$ cat config.mk
export PLATFORM = sky130hd
export DESIGN_NAME = alu_rr_scheduler_flat
export DESIGN_NICKNAME = d
export VERILOG_FILES = /design/src/rtl/alu_rr_scheduler_if.sv /design/src/rtl/alu_rr_scheduler.sv /design/src/flat_wrapper.sv
export SDC_FILE = /design/constraint.sdc
export NUM_CORES = 1
export LEC_CHECK = 0
export ABC_CLOCK_PERIOD_IN_PS = 1700
export CORE_MARGIN = 4
export CORE_UTILIZATION = 40
export DETAILED_ROUTE_END_ITERATION = 16
export GPL_ROUTABILITY_DRIVEN = 0
export PLACE_DENSITY = 0.85
export SYNTH_ARGS = -nofsm -noshare
export SYNTH_HDL_FRONTEND = slang
export SYNTH_SLANG_ARGS = --single-unit
$ cat constraint.sdc
create_clock -name clk -period 1.7 [get_ports clk]
set_input_delay 0.255 -clock clk [delete_from_list [all_inputs] [get_ports clk]]
set_output_delay 0.255 -clock clk [all_outputs]
set_load 0.02 [all_outputs]
$ cat src/rtl/alu_rr_scheduler_if.sv
// Request, ALU and response signals between the two requesters, the shared ALU
// and the round-robin scheduler that sits between them.
interface alu_rr_scheduler_if #(
  parameter int DW  = 4,
  parameter int OPW = 8,
  parameter int RW  = 8
);
  logic           req0_valid;
  logic           req0_ready;
  logic [OPW-1:0] req0_op;
  logic [DW-1:0]  req0_a;
  logic [DW-1:0]  req0_b;

  logic           req1_valid;
  logic           req1_ready;
  logic [OPW-1:0] req1_op;
  logic [DW-1:0]  req1_a;
  logic [DW-1:0]  req1_b;

  logic [DW-1:0]  alu_x;
  logic [DW-1:0]  alu_y;
  logic [OPW-1:0] alu_op;
  logic [RW-1:0]  alu_result;

  logic           rsp_valid;
  logic           rsp_ready;
  logic           rsp_id;
  logic [RW-1:0]  rsp_data;
  logic           rsp_err;

  // Scheduler side
  modport slave (
    input  req0_valid, req0_op, req0_a, req0_b,
    output req0_ready,
    input  req1_valid, req1_op, req1_a, req1_b,
    output req1_ready,
    output alu_x, alu_y, alu_op,
    input  alu_result,
    output rsp_valid, rsp_id, rsp_data, rsp_err,
    input  rsp_ready
  );

  // Requester / ALU / consumer side
  modport master (
    output req0_valid, req0_op, req0_a, req0_b,
    input  req0_ready,
    output req1_valid, req1_op, req1_a, req1_b,
    input  req1_ready,
    input  alu_x, alu_y, alu_op,
    output alu_result,
    input  rsp_valid, rsp_id, rsp_data, rsp_err,
    output rsp_ready
  );
endinterface

$ cat src/rtl/alu_rr_scheduler.sv
// Round-robin sharing of one combinational ALU between two requesters:
// accept -> issue (registered operands) -> response held until handshake.
module alu_rr_scheduler #(
  parameter int DW     = 4,
  parameter int OPW    = 8,
  parameter int RW     = 8,
  parameter int MAX_OP = 12
) (
  input  logic               clk,
  input  logic               rst_n,
  input  logic               ena,
  alu_rr_scheduler_if.slave  bus,
  output logic [7:0]         ops_done
);

  localparam logic [OPW-1:0] OP_LIMIT = OPW'(MAX_OP);
  localparam logic [OPW-1:0] OP_DIV   = OPW'(3);
  localparam logic [OPW-1:0] OP_MOD   = OPW'(10);

  typedef enum logic [1:0] {IDLE, ISSUE, RESP} state_t;

  state_t         state_reg;
  state_t         state_next;

  logic [1:0]     valid;
  logic [1:0]     ready;
  logic [OPW-1:0] op_in [2];
  logic [DW-1:0]  a_in  [2];
  logic [DW-1:0]  b_in  [2];

  logic           grant;
  logic           grant_valid;
  logic           last_grant_reg;

  logic [DW-1:0]  alu_x_reg;
  logic [DW-1:0]  alu_y_reg;
  logic [OPW-1:0] alu_op_reg;
  logic           rsp_valid_reg;
  logic           rsp_id_reg;
  logic [RW-1:0]  rsp_data_reg;
  logic           rsp_err_reg;
  logic [7:0]     ops_done_reg;

  logic           op_illegal;
  logic           div_by_zero;
  logic           op_err;

  assign valid    = {bus.req1_valid, bus.req0_valid};
  assign op_in[0] = bus.req0_op;
  assign a_in[0]  = bus.req0_a;
  assign b_in[0]  = bus.req0_b;
  assign op_in[1] = bus.req1_op;
  assign a_in[1]  = bus.req1_a;
  assign b_in[1]  = bus.req1_b;

  // Grant depends only on valids, state, ena and the pointer, never on ready.
  always_comb begin
    grant       = 1'b0;
    grant_valid = 1'b0;
    if (state_reg == IDLE && ena) begin
      case (valid)
        2'b01: begin
          grant       = 1'b0;
          grant_valid = 1'b1;
        end
        2'b10: begin
          grant       = 1'b1;
          grant_valid = 1'b1;
        end
        2'b11: begin
          grant       = ~last_grant_reg;
          grant_valid = 1'b1;
        end
        default: begin
          grant       = 1'b0;
          grant_valid = 1'b0;
        end
      endcase
    end
  end

  genvar gi;
  generate
    for (gi = 0; gi < 2; gi++) begin : g_ready
      assign ready[gi] = grant_valid && (grant == 1'(gi));
    end
  endgenerate

  assign bus.req0_ready = ready[0];
  assign bus.req1_ready = ready[1];

  // Errors are judged on the registered op so they line up with alu_result.
  assign op_illegal  = (alu_op_reg > OP_LIMIT);
  assign div_by_zero = ((alu_op_reg == OP_DIV) || (alu_op_reg == OP_MOD)) && (alu_y_reg == '0);
  assign op_err      = op_illegal || div_by_zero;

  always_ff @(posedge clk) begin
    if (!rst_n) begin
      state_reg <= IDLE;
    end else begin
      state_reg <= state_next;
    end
  end

  always_comb begin
    state_next = state_reg;
    case (state_reg)
      IDLE:    if (grant_valid) state_next = ISSUE;
      ISSUE:   state_next = RESP;
      RESP:    if (bus.rsp_ready) state_next = IDLE;
      default: state_next = IDLE;
    endcase
  end

  always_ff @(posedge clk) begin
    if (!rst_n) begin
      alu_x_reg      <= '0;
      alu_y_reg      <= '0;
      alu_op_reg     <= '0;
      rsp_valid_reg  <= 1'b0;
      rsp_id_reg     <= 1'b0;
      rsp_data_reg   <= '0;
      rsp_err_reg    <= 1'b0;
      ops_done_reg   <= 8'd0;
      last_grant_reg <= 1'b1;
    end else begin
      case (state_reg)
        IDLE: begin
          if (grant_valid) begin
            alu_x_reg      <= a_in[grant];
            alu_y_reg      <= b_in[grant];
            alu_op_reg     <= op_in[grant];
            rsp_id_reg     <= grant;
            last_grant_reg <= grant;
          end
        end
        ISSUE: begin
          rsp_valid_reg <= 1'b1;
          rsp_err_reg   <= op_err;
          rsp_data_reg  <= op_err ? '0 : bus.alu_result;
        end
        RESP: begin
          if (bus.rsp_ready) begin
            rsp_valid_reg <= 1'b0;
            ops_done_reg  <= ops_done_reg + 8'd1;
          end
        end
        default: begin
          rsp_valid_reg <= 1'b0;
        end
      endcase
    end
  end

  assign bus.alu_x     = alu_x_reg;
  assign bus.alu_y     = alu_y_reg;
  assign bus.alu_op    = alu_op_reg;
  assign bus.rsp_valid = rsp_valid_reg;
  assign bus.rsp_id    = rsp_id_reg;
  assign bus.rsp_data  = rsp_data_reg;
  assign bus.rsp_err   = rsp_err_reg;
  assign ops_done      = ops_done_reg;

endmodule

$ cat src/flat_wrapper.sv
// flat-port wrapper written by rule: the top's interface ports become plain ports
module alu_rr_scheduler_flat 
#(
  parameter int DW     = 4,
  parameter int OPW    = 8,
  parameter int RW     = 8,
  parameter int MAX_OP = 12
)
  (clk, rst_n, ena, ops_done, bus_req0_valid, bus_req0_op, bus_req0_a, bus_req0_b, bus_req0_ready, bus_req1_valid, bus_req1_op, bus_req1_a, bus_req1_b, bus_req1_ready, bus_alu_x, bus_alu_y, bus_alu_op, bus_alu_result, bus_rsp_valid, bus_rsp_id, bus_rsp_data, bus_rsp_err, bus_rsp_ready);
  alu_rr_scheduler_if #(.DW(DW), .OPW(OPW), .RW(RW)) bus_i ();
  input  logic clk;
  input  logic rst_n;
  input  logic ena;
  output logic [7:0] ops_done;
  input wire logic [$bits(bus_i.req0_valid)-1:0] bus_req0_valid;
  input wire logic [$bits(bus_i.req0_op)-1:0] bus_req0_op;
  input wire logic [$bits(bus_i.req0_a)-1:0] bus_req0_a;
  input wire logic [$bits(bus_i.req0_b)-1:0] bus_req0_b;
  output wire logic [$bits(bus_i.req0_ready)-1:0] bus_req0_ready;
  input wire logic [$bits(bus_i.req1_valid)-1:0] bus_req1_valid;
  input wire logic [$bits(bus_i.req1_op)-1:0] bus_req1_op;
  input wire logic [$bits(bus_i.req1_a)-1:0] bus_req1_a;
  input wire logic [$bits(bus_i.req1_b)-1:0] bus_req1_b;
  output wire logic [$bits(bus_i.req1_ready)-1:0] bus_req1_ready;
  output wire logic [$bits(bus_i.alu_x)-1:0] bus_alu_x;
  output wire logic [$bits(bus_i.alu_y)-1:0] bus_alu_y;
  output wire logic [$bits(bus_i.alu_op)-1:0] bus_alu_op;
  input wire logic [$bits(bus_i.alu_result)-1:0] bus_alu_result;
  output wire logic [$bits(bus_i.rsp_valid)-1:0] bus_rsp_valid;
  output wire logic [$bits(bus_i.rsp_id)-1:0] bus_rsp_id;
  output wire logic [$bits(bus_i.rsp_data)-1:0] bus_rsp_data;
  output wire logic [$bits(bus_i.rsp_err)-1:0] bus_rsp_err;
  input wire logic [$bits(bus_i.rsp_ready)-1:0] bus_rsp_ready;
  assign bus_i.req0_valid = bus_req0_valid;
  assign bus_i.req0_op = bus_req0_op;
  assign bus_i.req0_a = bus_req0_a;
  assign bus_i.req0_b = bus_req0_b;
  assign bus_req0_ready = bus_i.req0_ready;
  assign bus_i.req1_valid = bus_req1_valid;
  assign bus_i.req1_op = bus_req1_op;
  assign bus_i.req1_a = bus_req1_a;
  assign bus_i.req1_b = bus_req1_b;
  assign bus_req1_ready = bus_i.req1_ready;
  assign bus_alu_x = bus_i.alu_x;
  assign bus_alu_y = bus_i.alu_y;
  assign bus_alu_op = bus_i.alu_op;
  assign bus_i.alu_result = bus_alu_result;
  assign bus_rsp_valid = bus_i.rsp_valid;
  assign bus_rsp_id = bus_i.rsp_id;
  assign bus_rsp_data = bus_i.rsp_data;
  assign bus_rsp_err = bus_i.rsp_err;
  assign bus_i.rsp_ready = bus_rsp_ready;
  alu_rr_scheduler #(.DW(DW), .OPW(OPW), .RW(RW), .MAX_OP(MAX_OP)) u_core (.clk(clk), .rst_n(rst_n), .ena(ena), .bus(bus_i), .ops_done(ops_done));
endmodule
* Word level (Yosys, flattened, before mapping)
Index checks and enable logic that the tools add are counted.
** Word-level totals
- Register bits :: 38
- Word-level logic and storage cells :: 58
- Input port bits :: 46
- Output and inout bits :: 37
** Operators by class
- Bitwise operators :: 4
- Reduce and logical (&&, ||, !) cells :: 13
- Equal/unequal tests :: 9
- Add/sub/neg operators :: 1
- $lt $le $gt $ge :: 2
- Muxes and demuxes :: 19
** Operator list (count)
- two-way mux 8 bit :: 4
- two-way mux 4 bit :: 6
- adder 8 x 1 -> 8 bit (second input constant) :: 1
- equality test 8 x 2 -> 1 bit (second input constant) :: 1
- equality test 8 x 4 -> 1 bit (second input constant) :: 1
- greater-than comparator 8 x 4 -> 1 bit (second input constant) :: 1
- AND reduction 2 bit :: 4
- equality test 2 bit (second input constant) :: 3
- one-hot mux 2 bit (3 select lines) :: 1
- equality test 2 x 1 -> 1 bit (second input constant) :: 2
- logical AND 1 bit :: 4
- zero test 4 bit :: 1
- two-way mux 1 bit :: 4
- two-way mux 2 bit :: 2
- NOT 1 bit :: 3
- one-hot mux 1 bit (3 select lines) :: 1
- OR reduction 3 bit :: 1
- greater-or-equal comparator 2 bit (second input constant) :: 1
- zero test 2 bit :: 1
- logical OR 1 bit :: 2
- inequality test 2 x 1 -> 1 bit (second input constant) :: 1
- inequality test 2 bit (second input constant) :: 1
- NOT 1 -> 2 bit :: 1
- one-hot mux 1 bit (2 select lines) :: 1

* Longest topological paths before layout
Gate-level depths: netlist of the first run.
- Depth after elaboration :: 7
- Gate-level depth with buffers :: 6
- Gate-level depth less buffers :: 4

* Worst setup path after synthesis of the first run
No wires, ideal clock.
- Path type :: register -> output
- From :: register u_core.state_reg[1]
- To :: output bus_req0_ready
- Arrival time :: 1.638 ns
- Path slack :: -0.193 ns
- Data required time :: 1.445 ns
- Cell stages (with the launch flop) :: 6
- Path buffers :: 3
- Cells stage by stage :: dfxtp_1 > buf_2 > or3b_1 > buf_2 > buf_1 > nor3_1
** Between the ends
- Longest elaborated chain between the ends :: 5
- Elaborated cells between the ends (all ways) :: 6
- Classes of those cells :: mux: 2; bitwise: 1; reduce/logical: 3
** RTL lines
- from (decl) :: line alu_rr_scheduler.sv:22 : state_t state_reg;
- from (signal assigned) :: line alu_rr_scheduler.sv:101 : state_reg <= state_next;
- zero test 2 bit (*) :: line alu_rr_scheduler.sv:60 : if (state_reg == IDLE && ena) begin
- logical AND 1 bit (*) :: line alu_rr_scheduler.sv:60
- two-way mux 1 bit :: line alu_rr_scheduler.sv:60
- NOT 1 bit :: line alu_rr_scheduler.sv:85 : assign ready[gi] = grant_valid && (grant == 1'(gi));
- logical AND 1 bit (*) :: line alu_rr_scheduler.sv:85
- to (decl) :: line flat_wrapper.sv:19 : output wire logic [$bits(bus_i.req0_ready)-1:0] bus_req0_ready;
Mark *: on every way between the ends. The rest lies on a longest branch, timed or not.

* Final worst setup path of the first run
Same ends and word-level chain as after synthesis.

==> out/qor.yml, run 1 <==
power_and_ir_drop:
  p_switching_w: 0.000583
  clkPwrFrac: 0.387
  leakage_nw: 1.04
  pwr-share-comb: 0.212
  p_seq_frac: 0.401
  cellPowerDensity_nw_per_um2: 857
  power.internal_w: 0.00186
  sw_frac_of_total: 0.239
  vdd_drop_max_mv: 0.645
worst_setup_path:
  cp-end-kind: "primary output"
  cp.arrival_ns: 1.38
  path_class: "flip-flop to primary output"
  worstPathRequired_ns: 1.44
  cp-start-kind: "flip-flop"
  crit_fanout: 2
yosys:
  yosys-top-cells-area: "dfxtp_1 45%, o221a_2 6.6%, o32a_1 5.9%"
  synthArstFlopShare: 0
  synth-main-ff-cell: "dfxtp_1"
  yosysWarnings: 0
  synth_top_area_frac: 0.446
  syn_avg_cell_area_sq_um: 9.57
  yosysSeqAreaShare: 0.446
  syn-num-nets: 225
  yosysTopAreaCell: "dfxtp_1"
  syn-cell-area_sq_um: 1700
  syn_inst: 178
  synthDistinctLibCells: 41
  synth_edf_count: 0
  ys_ff_latch: 38
global_routing:
  grt_pass1_wl_microns: 7800
  grt-ovfl-total: 0
  grt_usage: 0.184
  grt_pass1_vias: 1712
  antenna_found_initial: 0
  grt_max_degree: 28
floorplanning:
  ios: 83
  die_height_microns: 73.3
  rows: 23
  core_area_sq_um: 4060
  initial_utilization: 0.420
  die_x_microns: 73.3
  die_area_sq_um: 5370
clock_tree:
  ctsHtreeMaxLevel: 2
  cts_sinks: 38
  clk_latency_ns: 0.29
  cts.reportedPaths.clkPinSlew_ns: 0.08
  postCtsSetupRepairBufs: 0
  cts_tree: "yes"
  clock_path_buffers: 2
  numCtsBuffers: 5
  cts-root-buf: "clkbuf_8"
  cts_hold_buffers: 0
cells_and_area:
  nFillCells: 332
  nets: 318
  utilization: 0.702
  multi_input_area_sq_um: 887
  syn2layout_area_growth_pct: 67.3
  antenna_cells: 0
  drive_gt1_frac: 0.169
  seq_area_sq_um: 761
sta:
  finalHoldViolCount: 0
  max_freq_mhz: 613
  worst_slack_ns: 0.0677
  period_needed_ns: 1.63
  report.final.setup_viol: 0
  slew_violations: 0
  period_share: 0.960
  slew-limit-headroom: 0.733
  skew_ns: 0.00815
  grt_setup_unrepaired: "false"
  worstMarginPinSlew_ns: 0.397
routing:
  detail_route.wl_per_cell_microns: 15.1
  first_pass_iters: 4
  ant_nets: 0
  post-route-drc-count: 0
  drtIter0Drc: 96
  dr_total_vias: 1762
  vias_per_cell: 5.47
  wl_microns: 4850
placement:
  post-place-ws_ns: -0.517
  io_buffer_count: 82
  dp_hpwl_microns: 3620
outcome:
  run_status: "finished clean"
worst_hold_path:
  hp-class: "flip-flop to flip-flop"
job:
  maxCapViolations: 0
[path summary, 6_finish.rpt]
check,slack [ns],endpoint,depth (start not counted),startpoint
hold reg to reg,0.46,u_core.bus.rsp_data[5]$_SDFFE_PN0P_,2,u_core.bus.rsp_data[5]$_SDFFE_PN0P_
hold / removal,0.46,u_core.bus.rsp_data[5]$_SDFFE_PN0P_,2,u_core.bus.rsp_data[5]$_SDFFE_PN0P_
setup reg to reg,0.17,u_core.bus.rsp_data[0]$_SDFFE_PN0P_,4,u_core.bus.alu_y[1]$_SDFFE_PN0P_
setup / recovery,0.07,bus_req0_ready,3,u_core.state_reg[1]$_SDFFE_PN0P_
[synth_stat cells (all sizes together) (2+ instances only)]
cell    instances
dfxtp          38
nand2          19
o221a          11
nand3          10
o32a           10
o31ai           9
buf             7
clkbuf          7
nor2            7
a21oi           6
a32oi           6
o21ai           6
o22ai           6
inv             3
nand2b          3
nor4            3
mux2i           2
nand4b          2
nor2b           2
nor3            2
o211ai          2
or3             2
or4b            2
xor2            2
[cell usage in the layout, fill, tap and decap left out, drive strengths merged, types with 2 or more instances in the layout]
cell / n
or3: 2
nor2: 7
or4b: 2
nand2b: 3
a32oi: 6
buf: 19
inv: 3
o31ai: 9
o211ai: 2
nand4b: 2
o22ai: 6
nor2b: 2
nand2: 19
a21oi: 6
nand3: 10
mux2i: 2
nor3: 2
clkbuf: 6
clkdlybuf4s50: 79
o32a: 10
bufinv: 2
xor2: 2
nor4: 3
dfxtp: 38
o21ai: 6
o221a: 11
[metal layers]
metal  up-vias  share of wire  track usage
met5         -              0            0
met4         0          0.013       0.0553
met3         7          0.071       0.0506
met2        57           0.49        0.312
met1       825           0.43        0.227
li1        873              -            -
[kinds of logic after synthesis]
group / count (synthesis) / synth area share
AOI/OAI and AO/OA: 59 / 0.284
xor gates and xnor gates: 3 / 0.0154
adders and majority gates: 1 / 0.00734
buffers and inverters: 18 / 0.0463
DFF: 38 / 0.446
muxes: 2 / 0.0117
and+or+nand+nor: 57 / 0.189
[stage by stage]
step | power (W) | hold WS (ns) | setup TNS, ns | instance area (sq um) | cells
after floorplan | 0.00124 | 0.394 | 0 | 1720 | 178
after global placement | 0.00151 | 0.449 | -3.38 | 2700 | 314
after global routing | 0.00253 | 0.488 | 0 | 2850 | 322
final | 0.00244 | 0.463 | 0 | 2850 | 322
after CTS | 0.00246 | 0.467 | 0 | 2850 | 322
after detailed placement | 0.00152 | 0.456 | -3.73 | 2700 | 314
[critical path: stages (launching register included)]
cell and delay [ns]:
dfxtp_1 0.32, or3b_4 0.42, nor3_4 0.22, buf_6 0.14
[final cells by class]
type | count | share of cell area
clock buffers | 6 | 0.0290
clock inverters | 2 | 0.0211
inverters | 4 | 0.00527
multi-input cells | 122 | 0.311
flip-flops and latches | 38 | 0.267
well taps | 50 | 0.0219
repair buffers | 100 | 0.345
[power by group through the flow]
stage | Combinational, W | Clock, W | Sequential [W]
floorplan | 0.000187 | 0 | 0.00105
global placement | 0.000507 | 0 | 0.000999
detailed placement | 0.000515 | 0 | 0.00100
CTS | 0.000520 | 0.000957 | 0.000980
global route | 0.000556 | 0.000989 | 0.000987
finish | 0.000518 | 0.000944 | 0.000981
[timing repair]
item	CTS	global route
endpoints found under the setup margin	2	1
pin swaps	1	0
endpoints found under the hold margin	0	0
resized for setup	12	1
Note: power is estimated with default switching activity, not from simulation.
==> inputs of run 2 (changes only) <==
Settings changed: CORE_ASPECT_RATIO set to 0.7.
==> run 2 against run 1 <==
  * Register-to-register slack about the same
  * Non-clock buffer count decreased by 3
  * Maximum frequency increased by 1.0%
  * Clock power decreased by 33%
  * Critical path depth unchanged
  * First-iteration DRC count increased by 4.2%
  * Sequential power about the same
  * Combinational power decreased by 1%
  * Total power decreased by 13%
  * Sequential share of layout area increased by 0.62 points
  * Flip-flop and latch count unchanged
  * Global-route usage increased by 0.12 points
  * Critical endpoint unchanged
  * Largest power group unchanged
  * Highest routed layer unchanged
==> out/qor.yml, run 2 (synthesis gave the netlist of run 1 again) <==
power_and_ir_drop:
  sw_frac_of_total: 0.271  # was 0.239
  p_switching_w: 0.000579  # was 0.000583 W
  clkPwrFrac: 0.299  # was 0.387
  p_total_w: 0.00213  # was 0.00244 W
  cellPowerDensity_nw_per_um2: 766  # was 857 nW/um^2
  pwr-share-comb: 0.240  # was 0.212
  vdd_drop_max_mv: 0.450  # was 0.645 mV
  power.internal_w: 0.00155  # was 0.00186 W
  p_seq_frac: 0.461  # was 0.401
  leakage_nw: 1.02  # was 1.04 nW
worst_setup_path:
  worstPathRequired_ns: 1.44  # about the same
  crit_fanout: 2  # unchanged
  cp-start-kind: "flip-flop"  # unchanged
  cp.arrival_ns: 1.36  # was 1.38 ns
  path_class: "flip-flop to primary output"  # unchanged
  cp-end-kind: "primary output"  # unchanged
cells_and_area:
  layout_commonest_cell: "clkdlybuf4s50_1"  # unchanged
  syn2layout_area_growth_pct: 63.4  # was 67.3%
  nFillCells: 309  # was 332
  final_cell_mix: "78 x clkdlybuf4s50_1, 38 x dfxtp_1, 19 x nand2_1, 13 x buf_4"  # was 79 x clkdlybuf4s50_1, 38 x dfxtp_1, 19 x nand2_1, 16 x buf_4
  nets: 315  # was 318
  antenna_cells: 0  # unchanged
  utilization: 0.693  # was 0.702
  drive_gt1_frac: 0.156  # was 0.169
placement:
  io_buffer_count: 82  # unchanged
  dp_hpwl_microns: 3750  # was 3620 microns
sta:
  period_needed_ns: 1.62  # was 1.63 ns
  worstMarginPinSlew_ns: 0.399  # was 0.397 ns
  slew_violations: 0  # unchanged
  grt_setup_unrepaired: "false"  # unchanged
  max_freq_mhz: 619  # was 613 MHz
  skew_ns: 0.00494  # was 0.00815 ns
  period_share: 0.950  # was 0.960
  slew-limit-headroom: 0.731  # was 0.733
  report.final.setup_viol: 0  # unchanged
  finalHoldViolCount: 0  # unchanged
clock_tree:
  postCtsSetupRepairBufs: 0  # unchanged
  cts.reportedPaths.clkPinSlew_ns: 0.08  # about the same
  ctsHtreeMaxLevel: 2  # unchanged
  clk_latency_ns: 0.28  # was 0.29 ns
  clock_path_buffers: 2  # unchanged
  cts-root-buf: "clkbuf_8"  # unchanged
  cts_tree: "yes"  # unchanged
  cts_sinks: 38  # unchanged
  numCtsBuffers: 5  # unchanged
global_routing:
  grt_pass1_vias: 1680  # was 1,712
  grt_usage: 0.186  # was 0.184
  grt_pass1_wl_microns: 8120  # was 7800 microns
  grt_max_degree: 27  # was 28
  grt-ovfl-total: 0  # unchanged
  antenna_found_initial: 0  # unchanged
floorplanning:
  ios: 83  # unchanged
  die_height_microns: 62.6  # was 73.3 microns
  die_area_sq_um: 5390  # was 5370 sq um
  rows: 19  # was 23
  initial_utilization: 0.424  # was 0.420
  core_area_sq_um: 4020  # was 4060 sq um
  die_x_microns: 86.0  # was 73.3 microns
routing:
  detail_route.wl_per_cell_microns: 15.5  # was 15.1 microns
  wl_microns: 4990  # was 4850 microns
  ant_nets: 0  # unchanged
  first_pass_iters: 4  # unchanged
  vias_per_cell: 5.42  # was 5.47
  post-route-drc-count: 0  # unchanged
  dr_total_vias: 1740  # was 1,762
  drtIter0Drc: 100  # was 96
outcome:
  run_status: "finished clean"  # unchanged
job:
  maxCapViolations: 0  # unchanged
worst_hold_path:
  hp-class: "primary input to flip-flop"  # was flip-flop to flip-flop
[run 2: worst max-delay path, cell delays in order (launching register included)]
cell     delay [ns]
dfxtp_1        0.32
or3b_4         0.42
nor3_4         0.20
buf_6          0.14
[run 2: per-stage QoR]
| stage | instance area [sq um] | hold slack (ns) | setup slack (ns) | std cells | TNS (ns) |
|---|---|---|---|---|---|
| after global placement | 2680 | 0.452 | -0.544 | 313 | -3.89 |
| after floorplan | 1720 | 0.394 | 0.0159 | 178 | 0 |
| after detailed placement | 2680 | 0.459 | -0.530 | 313 | -4.24 |
| after CTS | 2780 | 0.470 | 0.00450 | 321 | 0 |
| after global routing | 2790 | 0.488 | 0.0249 | 321 | 0 |
| final | 2790 | 0.462 | 0.0844 | 321 | 0 |
[run 2: path summary, 6_finish.rpt]
path,startpoint,to,slack (ns),cells after the start
worst max-delay path,u_core.state_reg[1]$_SDFFE_PN0P_,bus_req0_ready,0.08,3
worst min-delay path,ena,u_core.bus.rsp_id$_SDFFE_PN0P_,0.46,4
worst max register to register,u_core.bus.alu_op[1]$_SDFFE_PN0P_,u_core.bus.rsp_data[7]$_SDFFE_PN0P_,0.16,4
worst min register to register,u_core.bus.rsp_data[1]$_SDFFE_PN0P_,u_core.bus.rsp_data[1]$_SDFFE_PN0P_,0.47,2
[run 2: per-layer routing]
layer | GRT usage | wire, microns
met1 | 0.254 | 2380
met2 | 0.277 | 2130
met3 | 0.0646 | 438
met4 | 0.0474 | 34
met5 | 0 | 0
[run 2: power groups by stage]
stage / logic, W / registers, W / clock network (W)
6_report: 0.000513 / 0.000983 / 0.000637
5_1_grt: 0.000547 / 0.000992 / 0.000671
4_1_cts: 0.000512 / 0.000982 / 0.000644
3_5_place_dp: 0.000507 / 0.00100 / 0
3_3_place_gp: 0.000499 / 0.00100 / 0
2_1_floorplan: 0.000187 / 0.00105 / 0
[run 2: area by class of cell]
class | count | area (sq um) | area share
Sequential cell | 38 | 761 | 0.273
Tap cell | 52 | 65.1 | 0.0234
Inverter | 4 | 15.0 | 0.00539
Clock inverter | 1 | 5.00 | 0.00180
Timing Repair Buffer | 97 | 960 | 0.345
Multi-Input combinational cell | 122 | 893 | 0.321
Clock buffer | 7 | 86.3 | 0.0310
[run 2: timing repair]
item | CTS | global route
pin swaps | 1 | 1
hold buffers | 0 | 0
gates cloned | 0 | 0
gates resized for setup | 11 | 5
endpoints found under the setup margin | 2 | 2
==> inputs of run 3 (changes only) <==
Settings changed: CORE_UTILIZATION 40 to 61, DONT_BUFFER_PORTS set to 1, PLACE_DENSITY 0.85 to 0.83.
==> run 3 against run 2 <==
  * Via count fell by 12%
  * Combinational power fell by 49%
  * Flip-flop and latch count did not move
  * Non-clock buffer count fell by 81
  * Register-to-register slack got worse by 0.03 ns
  * Hold slack got worse by 0.39 ns
  * Maximum frequency fell by 4.3%
  * Final cell count fell by 31%
  * Cell area fell by 29%
  * Utilization rose by 7.1 points
  * Critical path type unchanged
  * Critical endpoint unchanged
  * Largest power group unchanged
==> out/qor.yml, run 3 (synthesis gave the netlist of run 1 again) <==
job:
  maxCapViolations: 0  # unchanged
floorplanning:
  rows: 15  # was 19
  die_height_microns: 52.2  # was 62.6 microns
  die_area_sq_um: 3720  # was 5390 sq um
  die_x_microns: 71.2  # was 86.0 microns
  ios: 83  # unchanged
  initial_utilization: 0.663  # was 0.424
  core_area_sq_um: 2570  # was 4020 sq um
power_and_ir_drop:
  sw_frac_of_total: 0.247  # was 0.271
  leakage_nw: 0.715  # was 1.02 nW
  p_seq_frac: 0.457  # was 0.461
  pwr-share-comb: 0.116  # was 0.240
  cellPowerDensity_nw_per_um2: 1140  # was 766 nW/um^2
  p_switching_w: 0.000552  # was 0.000579 W
  vdd_drop_max_mv: 0.713  # was 0.450 mV
  p_total_w: 0.00223  # was 0.00213 W
  clkPwrFrac: 0.426  # was 0.299
  power.internal_w: 0.00168  # was 0.00155 W
cells_and_area:
  syn2layout_area_growth_pct: 15.3  # was 63.4%
  final_area_sq_um: 1970  # was 2790 sq um
  final_cell_mix: "38 x dfxtp_1, 19 x nand2_1, 16 x buf_4"  # was 78 x clkdlybuf4s50_1, 38 x dfxtp_1, 19 x nand2_1, 13 x buf_4
  utilization: 0.764  # was 0.693
  nets: 234  # was 315
  drive_gt1_frac: 0.218  # was 0.156
  layout_commonest_cell: "dfxtp_1"  # was clkdlybuf4s50_1
  antenna_cells: 0  # unchanged
sta:
  setup_tns_ns: 0  # unchanged
  max_freq_mhz: 592  # was 619 MHz
  period_needed_ns: 1.69  # was 1.62 ns
  worstMarginPinSlew_ns: 0.497  # was 0.399 ns
  finalHoldViolCount: 0  # unchanged
  period_share: 0.993  # was 0.950
  skew_ns: 0.00479  # was 0.00494 ns
  worst_slack_ns: 0.0112  # was 0.0844 ns
  slew-limit-headroom: 0.667  # was 0.731
  grt_setup_unrepaired: "true"  # was false
  slew_violations: 0  # unchanged
  report.final.setup_viol: 0  # unchanged
global_routing:
  grt_max_degree: 40  # was 27
  grt_pass1_vias: 1472  # was 1,680
  grt_pass1_wl_microns: 7160  # was 8120 microns
  grt_usage: 0.255  # was 0.186
  grt-ovfl-total: 0  # unchanged
  antenna_found_initial: 0  # unchanged
worst_setup_path:
  cp.arrival_ns: 1.43  # was 1.36 ns
  cp-end-kind: "primary output"  # unchanged
  crit_fanout: 7  # was 2
  cp-start-kind: "flip-flop"  # unchanged
  path_class: "flip-flop to primary output"  # unchanged
  worstPathRequired_ns: 1.44  # about the same
routing:
  post-route-drc-count: 0  # unchanged
  drtIter0Drc: 180  # was 100
  wl_microns: 4570  # was 4990 microns
  dr_total_vias: 1536  # was 1,740
  met3_length_microns: 492  # was 438 microns
  met2_length_microns: 2220  # was 2130 microns
  detail_route.wl_per_cell_microns: 20.6  # was 15.5 microns
  vias_per_cell: 6.92  # was 5.42
  highest_layer: "met4"  # unchanged
  met1_length_microns: 1760  # was 2380 microns
  first_pass_iters: 4  # unchanged
  ant_nets: 0  # unchanged
placement:
  post-place-ws_ns: 0.110  # was -0.530 ns
  dp_hpwl_microns: 3380  # was 3750 microns
  io_buffer_count: 0  # was 82
  dpl-instance-area_sq_um: 1810  # was 2680 sq um
clock_tree:
  cts.reportedPaths.clkPinSlew_ns: 0.08  # about the same
  clk_latency_ns: 0.29  # was 0.28 ns
  cts-root-buf: "clkbuf_8"  # unchanged
  clock_path_buffers: 2  # unchanged
  numCtsBuffers: 5  # unchanged
  ctsHtreeMaxLevel: 2  # unchanged
  cts_tree: "yes"  # unchanged
  cts_sinks: 38  # unchanged
worst_hold_path:
  hp-class: "primary input to flip-flop"  # unchanged
outcome:
  run_status: "finished clean"  # unchanged
[run 3: changes by cell type in the layout (fill, tap and decap cells not counted), moves of 2 or more]
cell             change
buf_4                +3
bufinv_16            +2
buf_12               -2
clkdlybuf4s50_1     -78
dlymetal6s2s_1       -2
[run 3: area by class of cell]
cell class | instances | area [sq um]
multi-input cells | 122 | 885
fillers | 168 | 606
repair buffers | 16 | 120
inverters | 4 | 15.0
well taps | 34 | 42.5
clock inverters | 2 | 60.1
flip-flops and latches | 38 | 761
clock buffers | 6 | 82.6
[run 3: path summary, 6_finish.rpt]
| check | start | to | slack, ns | cells past startpoint |
|---|---|---|---|---|
| setup / recovery | u_core.state_reg[1]$_SDFFE_PN0P_ | bus_req0_ready | 0.01 | 2 |
| hold / removal | rst_n | u_core.last_grant_reg$_SDFFE_PN1P_ | 0.08 | 1 |
| setup reg to reg | u_core.state_reg[0]$_SDFFE_PN0P_ | u_core.ops_done[6]$_SDFFE_PN0P_ | 0.13 | 4 |
| hold reg to reg | u_core.bus.rsp_data[3]$_SDFFE_PN0P_ | u_core.bus.rsp_data[3]$_SDFFE_PN0P_ | 0.57 | 2 |
[run 3: power groups by stage]
stage                     combinational [W]  sequential, W  clock, W
after floorplan                    0.000187        0.00105         0
after global placement             0.000244        0.00104         0
after detailed placement           0.000256        0.00104         0
after CTS                          0.000258        0.00102  0.000962
after global routing               0.000285        0.00103   0.00101
final                              0.000260        0.00102  0.000952
[run 3: worst max-delay path, cell delays in order (launching register included)]
cell,delay [ns]
dfxtp_1,0.32
or3b_1,0.53
nor3_4,0.28
[run 3: timing repair]
| item | in CTS | in global routing |
|---|---|---|
| gates resized for setup | 0 | 2 |
| hold buffers | 0 | 0 |
| pin swaps | 1 | 0 |
| buffers inserted | 0 | 0 |
| setup endpoints to repair | 1 | 10 |
| hold endpoints to repair | 0 | 0 |
[run 3: layer usage]
layer,vias up,track usage
li1,709,-
met1,733,0.279
met2,82,0.412
met3,12,0.136
met4,0,0.113
met5,-,0
[run 3: metrics by stage]
stage	cells	hold WS, ns
5_1_grt	222	0.0758
4_1_cts	222	0.0645
2_1_floorplan	178	0.394
3_3_place_gp	214	0.353
3_5_place_dp	214	0.366
6_report	222	0.0757
